**config.mk**
```make
export PLATFORM = sky130hd
export DESIGN_NAME = uart_tx
export DESIGN_NICKNAME = d
export VERILOG_FILES = /design/src/rtl/uart_tx_pkg.sv /design/src/rtl/uart_tx_fifo.sv /design/src/rtl/uart_tx.sv
export SDC_FILE = /design/constraint.sdc
export NUM_CORES = 1
export LEC_CHECK = 0
export ABC_AREA = 1
export CORE_ASPECT_RATIO = 0.5
export CORE_MARGIN = 4
export CORE_UTILIZATION = 45
export CTS_CLUSTER_DIAMETER = 60
export DETAILED_ROUTE_END_ITERATION = 8
export SYNTH_ARGS = -nofsm -noshare
export SYNTH_HDL_FRONTEND = slang
export SYNTH_SLANG_ARGS = --single-unit
export TNS_END_PERCENT = 5
```
**constraint.sdc**
```tcl
create_clock -name clk -period 2.5 [get_ports clk]
set_clock_uncertainty 0.15 [all_clocks]
set_input_delay 0.375 -clock clk [delete_from_list [all_inputs] [get_ports clk]]
set_output_delay 0.375 -clock clk [all_outputs]
set_load 0.02 [all_outputs]
```
**src/rtl/uart_tx_pkg.sv**
```systemverilog
`default_nettype none
// +----------------------------------------------------------------------------+
// | Package : uart_tx_pkg                                                      |
// | Brief   : Shared UART definitions: config, mode, TX irq flags, data width. |
// | Rev     : 1.0  initial release                                             |
// +----------------------------------------------------------------------------+
package uart_tx_pkg;

  localparam int UART_DATA_BITS = 8;

  typedef enum logic [1:0] {
    SIMPLEX     = 2'd0,
    HALF_DUPLEX = 2'd1,
    FULL_DUPLEX = 2'd2
  } mode_t;

  typedef struct packed {
    mode_t mode;
    logic  master;
    logic  flush_tx;
  } Config_t;

  typedef struct packed {
    logic done;
    logic empty;
    logic full;
  } TXIrqFlags_t;

  // Even parity bit: 1 when the byte holds an odd number of ones.
  function automatic logic even_parity(input logic [UART_DATA_BITS-1:0] d);
    return ^d;
  endfunction

endpackage
`default_nettype wire

```
**src/rtl/uart_tx_fifo.sv**
```systemverilog
`default_nettype none
// +----------------------------------------------------------------------------+
// | Module  : uart_tx_fifo                                                     |
// | Brief   : Synchronous FIFO with flush, valid/ready enqueue and dequeue.    |
// | Rev     : 1.0  initial release                                             |
// +----------------------------------------------------------------------------+
module uart_tx_fifo #(
  parameter int DATA_SIZE   = 8,
  parameter int BUFFER_SIZE = 8
) (
  input  logic                 clk,
  input  logic                 rst,
  input  logic                 flush_i,
  input  logic [DATA_SIZE-1:0] enq_data_i,
  input  logic                 enq_valid_i,
  output logic                 enq_ready_o,
  output logic [DATA_SIZE-1:0] deq_data_o,
  output logic                 deq_valid_o,
  input  logic                 deq_ready_i,
  output logic                 full_o,
  output logic                 empty_o
);

  localparam int AW = $clog2(BUFFER_SIZE);
  localparam logic [AW:0] C_FULL_CNT = (AW+1)'(BUFFER_SIZE);

  logic [DATA_SIZE-1:0] mem_q [BUFFER_SIZE];
  logic [AW-1:0]        wr_ptr_q;
  logic [AW-1:0]        rd_ptr_q;
  logic [AW:0]          count_q;

  logic w_full;
  logic w_empty;
  logic w_enq;
  logic w_deq;

  assign w_full  = (count_q == C_FULL_CNT);
  assign w_empty = (count_q == '0);
  // A flush cycle drops any concurrent enqueue so the FIFO ends up truly empty.
  assign w_enq   = enq_valid_i & ~w_full & ~flush_i;
  assign w_deq   = deq_ready_i & ~w_empty;

  assign enq_ready_o = ~w_full;
  assign deq_valid_o = ~w_empty;
  assign deq_data_o  = mem_q[rd_ptr_q];
  assign full_o      = w_full;
  assign empty_o     = w_empty;

  // Pointer and occupancy tracking; pointers wrap naturally (power-of-2 depth).
  always_ff @(posedge clk) begin
    if (rst || flush_i) begin
      wr_ptr_q <= '0;
      rd_ptr_q <= '0;
      count_q  <= '0;
    end else begin
      if (w_enq) wr_ptr_q <= wr_ptr_q + 1'b1;
      if (w_deq) rd_ptr_q <= rd_ptr_q + 1'b1;
      case ({w_enq, w_deq})
        2'b10:   count_q <= count_q + 1'b1;
        2'b01:   count_q <= count_q - 1'b1;
        default: count_q <= count_q;
      endcase
    end
  end

  // Storage array; contents need no reset since occupancy gates every read.
  always_ff @(posedge clk) begin
    if (w_enq) mem_q[wr_ptr_q] <= enq_data_i;
  end

endmodule
`default_nettype wire

```
**src/rtl/uart_tx.sv**
```systemverilog
`default_nettype none
// +----------------------------------------------------------------------------+
// | Module  : uart_tx                                                          |
// | Brief   : UART transmitter: TX FIFO, 8E1 framing, RTS/CTS flow control.   |
// | Rev     : 1.0  initial release                                             |
// +----------------------------------------------------------------------------+
module uart_tx
  import uart_tx_pkg::*;
#(
  parameter int FIFO_DEPTH = 8
) (
  input  logic                      clk,
  input  logic                      rst,
  input  logic                      tck_en,
  output logic                      tx,
  output logic                      tx_rts_n,
  input  logic                      tx_cts_n,
  input  logic [UART_DATA_BITS-1:0] txfifo_data,
  input  logic                      txfifo_valid,
  output logic                      txfifo_ready,
  output logic                      txfifo_full,
  output logic                      txfifo_empty,
  output logic                      busy,
  output TXIrqFlags_t               tx_irq_flags,
  input  Config_t                   uart_config
);

  localparam logic [1:0] C_IDLE   = 2'd0;
  localparam logic [1:0] C_SHIFT  = 2'd1;
  localparam logic [1:0] C_PARITY = 2'd2;
  localparam logic [1:0] C_STOP   = 2'd3;

  logic [1:0]                state_q, state_d;
  logic [2:0]                cnt_q,   cnt_d;
  logic [UART_DATA_BITS-1:0] shreg_q, shreg_d;
  logic                      par_q,   par_d;
  logic                      tx_q,    tx_d;
  logic                      done_d;
  TXIrqFlags_t               irq_q;

  logic                      w_en;
  logic                      w_launch;
  logic [UART_DATA_BITS-1:0] w_fifo_data;
  logic                      w_fifo_valid;
  logic                      w_fifo_full;
  logic                      w_fifo_empty;

  // Simplex links only transmit from the master side.
  assign w_en = (uart_config.mode != SIMPLEX) | uart_config.master;

  // CTS is only looked at here; once a frame starts it runs to completion.
  assign w_launch = tck_en & w_en & w_fifo_valid & ~tx_cts_n & (state_q == C_IDLE);

  uart_tx_fifo #(
    .DATA_SIZE   (UART_DATA_BITS),
    .BUFFER_SIZE (FIFO_DEPTH)
  ) u_fifo (
    .clk         (clk),
    .rst         (rst),
    .flush_i     (uart_config.flush_tx),
    .enq_data_i  (txfifo_data),
    .enq_valid_i (txfifo_valid),
    .enq_ready_o (txfifo_ready),
    .deq_data_o  (w_fifo_data),
    .deq_valid_o (w_fifo_valid),
    .deq_ready_i (w_launch),
    .full_o      (w_fifo_full),
    .empty_o     (w_fifo_empty)
  );

  assign txfifo_full  = w_fifo_full;
  assign txfifo_empty = w_fifo_empty;
  assign tx_rts_n     = ~(w_en & ~w_fifo_empty);
  assign busy         = (state_q != C_IDLE);
  assign tx           = tx_q;
  assign tx_irq_flags = irq_q;

  // Frame sequencer: everything advances only on baud ticks.
  always_comb begin
    state_d = state_q;
    cnt_d   = cnt_q;
    shreg_d = shreg_q;
    par_d   = par_q;
    tx_d    = tx_q;
    done_d  = 1'b0;
    if (tck_en) begin
      case (state_q)
        C_IDLE: begin
          if (w_launch) begin
            shreg_d = w_fifo_data;
            par_d   = even_parity(w_fifo_data);
            cnt_d   = 3'd0;
            tx_d    = 1'b0;
            state_d = C_SHIFT;
          end else begin
            tx_d = 1'b1;
          end
        end
        C_SHIFT: begin
          tx_d    = shreg_q[0];
          shreg_d = {1'b0, shreg_q[UART_DATA_BITS-1:1]};
          cnt_d   = cnt_q + 3'd1;
          if (cnt_q == 3'd7) state_d = C_PARITY;
        end
        C_PARITY: begin
          tx_d    = par_q;
          state_d = C_STOP;
        end
        default: begin
          tx_d    = 1'b1;
          done_d  = 1'b1;
          state_d = C_IDLE;
        end
      endcase
    end
  end

  // State registers with synchronous reset; reset forces the line idle.
  always_ff @(posedge clk) begin
    if (rst) begin
      state_q <= C_IDLE;
      cnt_q   <= '0;
      shreg_q <= '0;
      par_q   <= 1'b0;
      tx_q    <= 1'b1;
      irq_q   <= '0;
    end else begin
      state_q     <= state_d;
      cnt_q       <= cnt_d;
      shreg_q     <= shreg_d;
      par_q       <= par_d;
      tx_q        <= tx_d;
      irq_q.done  <= done_d;
      irq_q.empty <= w_fifo_empty;
      irq_q.full  <= w_fifo_full;
    end
  end

endmodule
`default_nettype wire

```
---- Word-level counts from Yosys, hierarchy flattened ----
Memory sizes are Yosys's and may differ from the RTL's. A register that Yosys moved wholly into a read port is not among the register bits.
Index checks and enable logic that the tools add are counted.
operators by class
  add/sub/neg operators ................... 5
  $mul .................................... 0
  divide/modulo/power cells ............... 0
  $lt $le $gt $ge ......................... 0
  eq/ne operators ......................... 8
  shift operators ......................... 0
  multiplexer cells ....................... 15
  bitwise operators ....................... 15
  reduce and logical (&&, ||, !) cells .... 13
operators by type and width
  cell                   number
  $pmux W8 S2            1
  $add A3 B1 Y3 const B  3
  $mux W3                3
  $reduce_and A3 Y1      3
  $and A1 B1 Y1          8
  $mux W8                1
  $pmux W4 S2            1
  $reduce_bool A2 Y1     4
  $reduce_xor A8 Y1      1
  $not A1 Y1             6
  $pmux W2 S3            1
  $pmux W3 S2            1
  $add A4 B1 Y4 const B  1
  $eq A2 B1 Y1 const B   2
  $eq A2 B2 Y1 const B   2
  $eq A4 B4 Y1 const B   1
  $logic_not A4 Y1       1
  $mux W1                4
  $mux W2                2
  $sub A4 B1 Y4 const B  1
  $eq A3 B3 Y1 const B   1
  $pmux W1 S3            1
  $reduce_or A3 Y1       1
  $logic_not A2 Y1       1
  5 further kinds        5
word-level totals
  register bits ........................... 28
  latch bits .............................. 0
  bits in writable memories ............... 64
  ROM bits ................................ 0
  bits of input ports ..................... 17
  logic and storage cells ................. 68
  memories kept ........................... 1
memory list
  memory        words  bits a word  read ports  clocked after Yosys merged registers in  write ports  line                RTL
  u_fifo.mem_q  8      8            1           1                                        1            uart_tx_fifo.sv:27  logic [DATA_SIZE-1:0] mem_q [BUFFER_SIZE];

---- Longest topological paths before layout ----
Gate-level depths: netlist of run 1.
  depth after elaboration ................. 9
  gate-level depth with buffers ........... 17
  depth with buffers taken out ............ 15

---- By module ----
From an unflattened synthesis of run 1, not the netlist that was laid out.
second synthesis, totals
  cells, all modules ...................... 451
  area, all modules ....................... 4344.2 µm²
by module, submodules not included
  module        times used  cells each  area an instance (µm²)  sequential area each (µm²)
  uart_tx_fifo  1           280         3236.9                  2182.1
  uart_tx       1           171         1107.3                  360.3

---- Worst setup path after synthesis of run 1 ----
Ideal clock, no wire load.
  kind .................................... register to register
  from .................................... register u_fifo.count_q[0]
  to ...................................... register u_fifo.count_q[2]
  library setup time ...................... 115 ps
  arrival time ............................ 2336 ps
  data required time ...................... 2235 ps
  setup slack ............................. -101 ps
  cell stages (with the launch flop) ...... 13
  buffers on the path ..................... 0
  cell sequence ........................... dfxtp_1 -> nor4_2 -> inv_1 -> nand3_1 -> ha_1 -> nand2_1 -> inv_1 -> nor2_1 -> ha_1 -> a21oi_1 -> xor2_1 -> o21ai_0 -> inv_1
on the way
  elaborated cells on any way between the ends .. 16
  those cells by class .................... add/sub (2); eq/ne (3); mux (1); bitwise (8); reduce/logical (2)
RTL lines
  element                                                   line                RTL
  start: declaration                                        uart_tx_fifo.sv:30  logic [AW:0] count_q;
  start signal: assignment                                  uart_tx_fifo.sv:59  2'b10: count_q <= count_q + 1'b1;
  start signal: assignment                                  uart_tx_fifo.sv:60  2'b01: count_q <= count_q - 1'b1;
  start signal: assignment                                  uart_tx_fifo.sv:61  default: count_q <= count_q;
  $eq A4 B4 Y1 (*)                                          uart_tx_fifo.sv:37  assign w_full = (count_q == C_FULL_CNT);
  net txfifo_full                                           uart_tx.sv:21       output logic txfifo_full,
  $not A1 Y1 (*)                                            n/a
  net txfifo_ready                                          uart_tx.sv:20       output logic txfifo_ready,
  $and A1 B1 Y1 (*) (2 in a row)                            uart_tx_fifo.sv:40  assign w_enq = enq_valid_i & ~w_full & ~flush_i;
  $eq A2 B1 Y1 / $eq A2 B2 Y1 (equally long branches)       uart_tx_fifo.sv:58  case ({w_enq, w_deq})
  $pmux W4 S2 / $reduce_bool A2 Y1 (equally long branches)  n/a
Mark *: on every way through the listed nets, which the timed path passes. The rest lies on a longest branch.
A chain may end at the register's enable or synchronous reset.

---- Worst setup path after layout of run 1 ----
  from .................................... input port uart_config[3] (netlist name)
  to ...................................... output port tx_rts_n
on the way
  longest elaborated chain between the ends .. 4
ends and longest elaborated chain
  element             line           RTL
  start: declaration  uart_tx.sv:25  input Config_t uart_config
  $reduce_bool A2 Y1  uart_tx.sv:49  assign w_en = (uart_config.mode != SIMPLEX) | uart_config.master;
  $or A1 B1 Y1        uart_tx.sv:49
  $and A1 B1 Y1       uart_tx.sv:73  assign tx_rts_n = ~(w_en & ~w_fifo_empty);
  $not A1 Y1          uart_tx.sv:73
  end: declaration    uart_tx.sv:16  output logic tx_rts_n,
No other way between the ends.

==> impl_results.md, run 1 <==
- Outcome: finished, final reports clean
- PwrDens: 668 nW/um^2
- Ranking of synthesized cells by area: edfxtp_1 (42%), dfxtp_1 (14%), nand2_1 (13%), inv_1 (7.1%), nand3_1 (5.3%)
- Placed insts: 691
- DRC Markers: 0
- N_diodes: 0
- Syn nets: 552
- Reg2Reg Capture Point: u_fifo.count_q[3]
- Number of max-cap violations: 0
- Seq/Total Area, Yosys: 55.3%
- TritonCTS clock tree: done
- Worst setup SP type: primary input
- Yosys warning count: 0
- Largest area contributor in the netlist: edfxtp_1
- Vias in the first global route: 3116
- Chip Height: between 70 and 80 um
- Core area: 9700 um^2
- Starting DRC count in detailed routing: 156
- Cts repair resizes: 0
- Crit Reg-Reg Startpoint: u_fifo.count_q[0]
- Hpwl dp: 6230 um
- Fin. Hold Viols: 0
- Share of the synthesized area in the top cell type: 41.8%
- EDFF count, synth: 64
- Critical Path AT: 1.83 ns
- Overall routed net length: 9480 um
- Hold Path Sink: shreg_q[6]
- All-Layer GR Usage: 17.1%
- Antenna-violating nets left: 0
- Setup WS pre-CTS: -0.125 ns
- GRT met3 Usage: 5.16%
- Top-count cell post-synth: nand2_1
- Unrepaired setup endpoints after global routing: false
- Crit Path Category: primary input to output port
- Most Crowded Layer GR: met2
- Clock latency on the worst-skew pair: 0.34 ns
- Setup TNS Final: 0 ns
- CP required: 1.98 ns
- Die X: 151 um
- Syn Inst Count: 524
- Avg Cell Area, Syn: 8.77 um^2
- Worst Tran Pin Value: 0.498 ns
- Slack of the worst reg-to-reg path: around 0.29 ns
- Fin nets: 595
- Max Freq: 424 MHz
- Routing usage on met2: approximately 27%
- Layout cells sized above 1: 12.6%
- Fin Hold WS: 0.306 ns
- DR vias: 3313
- I/O pin total: 26
- Clock transition at path regs: 0.07 ns
- VDD IR max: 0.000305 V
- Pleak: roughly 2.4 nW
- Antenna violations before repair: 0
- Vias per cell: 4.69
- Async set-reset flop share out of synthesis: 0%
- Top cells by count, synth: nand2_1 (164), inv_1 (87), edfxtp_1 (64)
- Non-Filler Instances: 707
- GPL Wtd Cong: 0.814
- Overflow after GRT: 0
- Post-CTS Setup Repair Bufs: 0
- Min Tclk post-route: around 2.4 ns
- Avg WL per Cell: 13.4 um
- GRT met1 Usage: 22.7%
- Synth cell types: 35
- Mapped cell area: 4600 um^2
- #FFs+latches synth: 95
- H-tree levels: 3
- # clock sinks: 95
- Hold buffers post-CTS: 0
- Root buf cell: clkbuf_16
- R2r worst-path depth: 11
- Cell Rows: 25
- Period Utilization, post-route: between 90% and 100%
- Type of the tightest min-delay check: flop to flop
- Largest net degree at the start of global routing: 32
- Final Max Slew Viols: 0
- Min-Delay Startpoint: shreg_q[6]
- Setup ws final: 0.143 ns
- Critical Path End Type: output port
- Max FO, Critical Path: 2
- Die Area: ~12000 um^2
- Final setup fails: 0
- Clk buf depth: 2
- Max-slew headroom: 66.8%
- Filler cells: 893
- TritonCTS Buffers: 9
- # port buffers: 25
- Hold Crit Depth: 2
- Global-route wire length before repair: 15500 um
- Area growth from synthesis to final layout: 17.7%
- Synth Flop Type: edfxtp_1
- Initial Util: 47.4%
- TritonRoute pass-1 iters: 4
power breakdown:
part	switching, mW	leakage [nW]	total (mW)	internal (mW)
clock network	0.593	0.171	1.58	0.990
logic	0.190	1.38	0.313	0.124
registers	0.0175	0.829	1.72	1.70
worst max-delay path by stage:
stage	slack (ns)	depth (start not counted)	endpoint	startpoint
finish	0.14	4	tx_rts_n	uart_config[3]
floorplan	0.07	12	u_fifo.count_q[2]	u_fifo.count_q[0]
CTS	0.13	4	tx_rts_n	uart_config[3]
detailed placement	-0.13	13	u_fifo.count_q[2]	uart_config[3]
global placement	-0.10	13	u_fifo.count_q[2]	uart_config[3]
global route	0.02	13	u_fifo.count_q[2]	u_fifo.count_q[0]
per-layer routing:
| layer | vias up | share of wire, % |
|---|---|---|
| li1 | 1748 | - |
| met1 | 1474 | 48 |
| met2 | 82 | 43 |
| met3 | 9 | 7.9 |
| met4 | 0 | 1.1 |
| met5 | - | 0 |
worst max-delay path, cell delays in order:
cell             delay [ns]
clkdlybuf4s50_1        0.40
or3_4                  0.39
nand2_1                0.07
clkdlybuf4s50_1        0.60
cells by family (layout without fill, tap and decap cells):
| logic type | Yosys count | count (layout) | synth area share (%) |
|---|---|---|---|
| flip-flops | 95 | 95 | 55.3 |
| buffers and inverters | 109 | 157 | 10.7 |
| adder cells (fa/ha/maj) | 11 | 11 | 2.99 |
| AND/OR/NAND/NOR | 258 | 258 | 24.2 |
| AO/OA/AOI/OAI | 49 | 49 | 6.45 |
| XOR/XNOR | 2 | 2 | 0.381 |
sequential cells by signal, indices dropped and copies added (netlist names), named ones only:
signal	count
u_fifo.rd_ptr_q	3
u_fifo.mem_q	64
u_fifo.count_q	4
shreg_q	8
state_q	2
tx_irq_flags	3
tx	1
u_fifo.wr_ptr_q	3
par_q	1
cnt_q	3
cells in the final DEF, fill, tap and decap left out, types with 2 or more instances in the layout:
master	n
nand2_1	164
clkbuf_16	9
nand3_1	49
nor2_4	2
o211ai_1	3
ha_1	11
a21oi_1	15
nor3_1	2
inv_1	87
nand2_2	10
edfxtp_1	64
buf_4	24
inv_2	4
inv_6	3
o21ai_0	17
clkdlybuf4s50_1	25
a21oi_2	8
bufinv_16	3
nor2_1	24
dfxtp_1	31
o21a_1	2
cell type report:
cell class	count	area (um^2)	share of cell area (%)
clock buffer	9	225	4.16
clock inverter	7	125	2.31
inverter	92	348	6.43
multi-input combinational	320	1570	29.0
sequential	95	2540	47.0
tap	135	169	3.12
timing repair buffer	49	430	7.95
through the flow:
stage | cell area (um^2) | total power [mW] | util [%]
2_1_floorplan | 4610 | 1.95 | -
3_3_place_gp | 5060 | 2.07 | 52.2
3_5_place_dp | 5060 | 2.07 | 52.2
4_1_cts | 5410 | 3.66 | 55.8
5_1_grt | 5410 | 3.77 | 55.8
6_report | 5410 | 3.62 | 55.8
No activity file was read; power rests on OpenSTA's default activity.
==> run 2: changes to the inputs <==
- CORE_UTILIZATION: 45 -> 25
- CTS_CLUSTER_SIZE: default -> 16
==> impl_results.md, run 2 (synthesis gave the netlist of run 1 again) <==
- Outcome: finished, final reports clean
- Comb pwr share: 9.5%
- Largest regs: u_fifo.mem_q x64, shreg_q x8, u_fifo.count_q x4
- Initial Util: 26.0%
- Die Area: ~21000 um^2
- Critical Path AT: 1.84 ns
- Post-CTS Setup Repair Bufs: 0
- Antenna-violating nets left: 0
- N_diodes: 0
- Dpl cell area: 5170 um^2
- Cts repair resizes: 0
- H-tree levels: 3
- Chip Height: approximately 100 um
- Pleak: 2.34 nW
- DRC Markers: 0
- PwrDens: 608 nW/um^2
- TritonRoute pass-1 iters: 4
- Overall routed net length: 9700 um
- Switching Power: 0.804 mW
- # clock sinks: 95
- Slowest CP cell: clkdlybuf4s50_1
- Overflow after GRT: 0
- Type of the tightest min-delay check: flop to flop
- Max-slew headroom: 69.7%
- Clk buf depth: 2
- Fin. Hold Viols: 0
- Cell Rows: 34
- Crit-path max cell delay: 0.61 ns
- Die X: ~200 um
- Min Tclk post-route: 2.37 ns
- Worst setup SP type: primary input
- Worst Tran Pin Value: 0.453 ns
- Number of flip-flops in the largest register: 64
- Critical-path cell list: clkdlybuf4s50_1, or3_4, nand2_1, clkdlybuf4s50_1
- Crit Path Category: primary input to output port
- Hpwl dp: 6530 um
- TritonCTS Buffers: 9
- DR vias: 3337
- TritonCTS clock tree: done
- Top reg by flops: u_fifo.mem_q
- Max Freq: roughly 420 MHz
- Hold buffers post-CTS: 0
- Root buf cell: clkbuf_16
- All-Layer GR Usage: 9.85%
- Clock latency on the worst-skew pair: 0.34 ns
- Final Max Slew Viols: 0
- Switching share of power: 24.3%
- Area growth from synthesis to final layout: 18.5%
- Unrepaired setup endpoints after global routing: false
- Fin util: 30.8%
- Most frequent cells in the layout: nand2_1 (164), inv_1 (87), edfxtp_1 (64), nand3_1 (49), dfxtp_1 (31)
- Max FO, Critical Path: 2
- Fin nets: 593
- Starting DRC count in detailed routing: 149
- Final instance area: 5450 um^2
- Cell Int Power: approximately 2.5 mW
- I/O pin total: 26
- Final setup fails: 0
- Global-route wire length before repair: 16200 um
- Antenna violations before repair: 0
- Most common cell on crit path: clkdlybuf4s50_1
- Core area: between 15000 and 20000 um^2
- CP required: 1.98 ns
- Period Utilization, post-route: 94.6%
- Vias per cell: ~4.2
- Clock transition at path regs: about 0.06 ns
- Critical Path End Type: output port
- VDD IR max: 0.000278 V
- Layout cells sized above 1: 12.1%
- Share of power burned in registers: between 50% and 60%
- Vias in the first global route: 3149
- GPL Wtd Cong: around 0.78
- Largest net degree at the start of global routing: 32
- Commonest non-fill, non-tap cell in the layout: nand2_1
- Avg WL per Cell: around 12 um
- Number of max-cap violations: 0
- # port buffers: 25
- Clock power frac: about two fifths
-- run 2: changes by cell type in the layout (fill, tap and decap cells not counted), sizes merged --
cell | before | now
bufinv | 3 | 0
buf | 24 | 22
clkinv | 1 | 3
clkinvlp | 0 | 1
-- run 2: layout make-up --
class | instances | area [um^2]
multi-input combinational | 320 | 1570
sequential | 95 | 2540
fill | 1866 | 12200
inverter | 92 | 348
tap | 234 | 293
timing repair buffer | 47 | 415
clock inverter | 7 | 53.8
clock buffer | 9 | 225
-- run 2: routing by layer --
| layer | global-route usage (%) | share of wire, % | vias up |
|---|---|---|---|
| li1 | - | - | 1742 |
| met1 | 12.2 | 46 | 1520 |
| met2 | 15.8 | 46 | 59 |
| met3 | 3.30 | 5.3 | 16 |
| met4 | 3.88 | 2.5 | 0 |
| met5 | 0 | 0 | - |
-- run 2: power groups by stage --
stage | sequential [mW] | combinational (mW) | clock, mW
floorplan | 1.76 | 0.194 | 0
detailed placement | 1.75 | 0.316 | 0
global route | 1.72 | 0.357 | 1.38
finish | 1.72 | 0.314 | 1.28
CTS | 1.72 | 0.318 | 1.32
global placement | 1.75 | 0.311 | 0
-- run 2: critical path: cells and delay by family --
family / cells / cell delay, ns
AND/OR/NAND/NOR: 2 / 0.46
buffers and inverters: 2 / 1.00
-- run 2: final timing paths --
kind	start	to	cells past startpoint	slack (ns)
setup / recovery	uart_config[3]	tx_rts_n	4	0.13
hold / removal	shreg_q[6]	shreg_q[6]	2	0.30
setup reg to reg	state_q[1]	u_fifo.count_q[2]	13	0.31
hold reg to reg	shreg_q[6]	shreg_q[6]	2	0.30
-- run 2: per-stage QoR --
stage	std cells	setup TNS (ns)	setup slack, ns	hold slack (ns)	power [mW]
after detailed placement	788	-0.202	-0.105	0.292	2.07
after global placement	788	-0.141	-0.0900	0.288	2.06
after floorplan	524	0	0.0746	0.274	1.95
after CTS	804	0	0.125	0.303	3.36
final	804	0	0.134	0.302	3.31
after global routing	804	0	0.0585	0.333	3.46
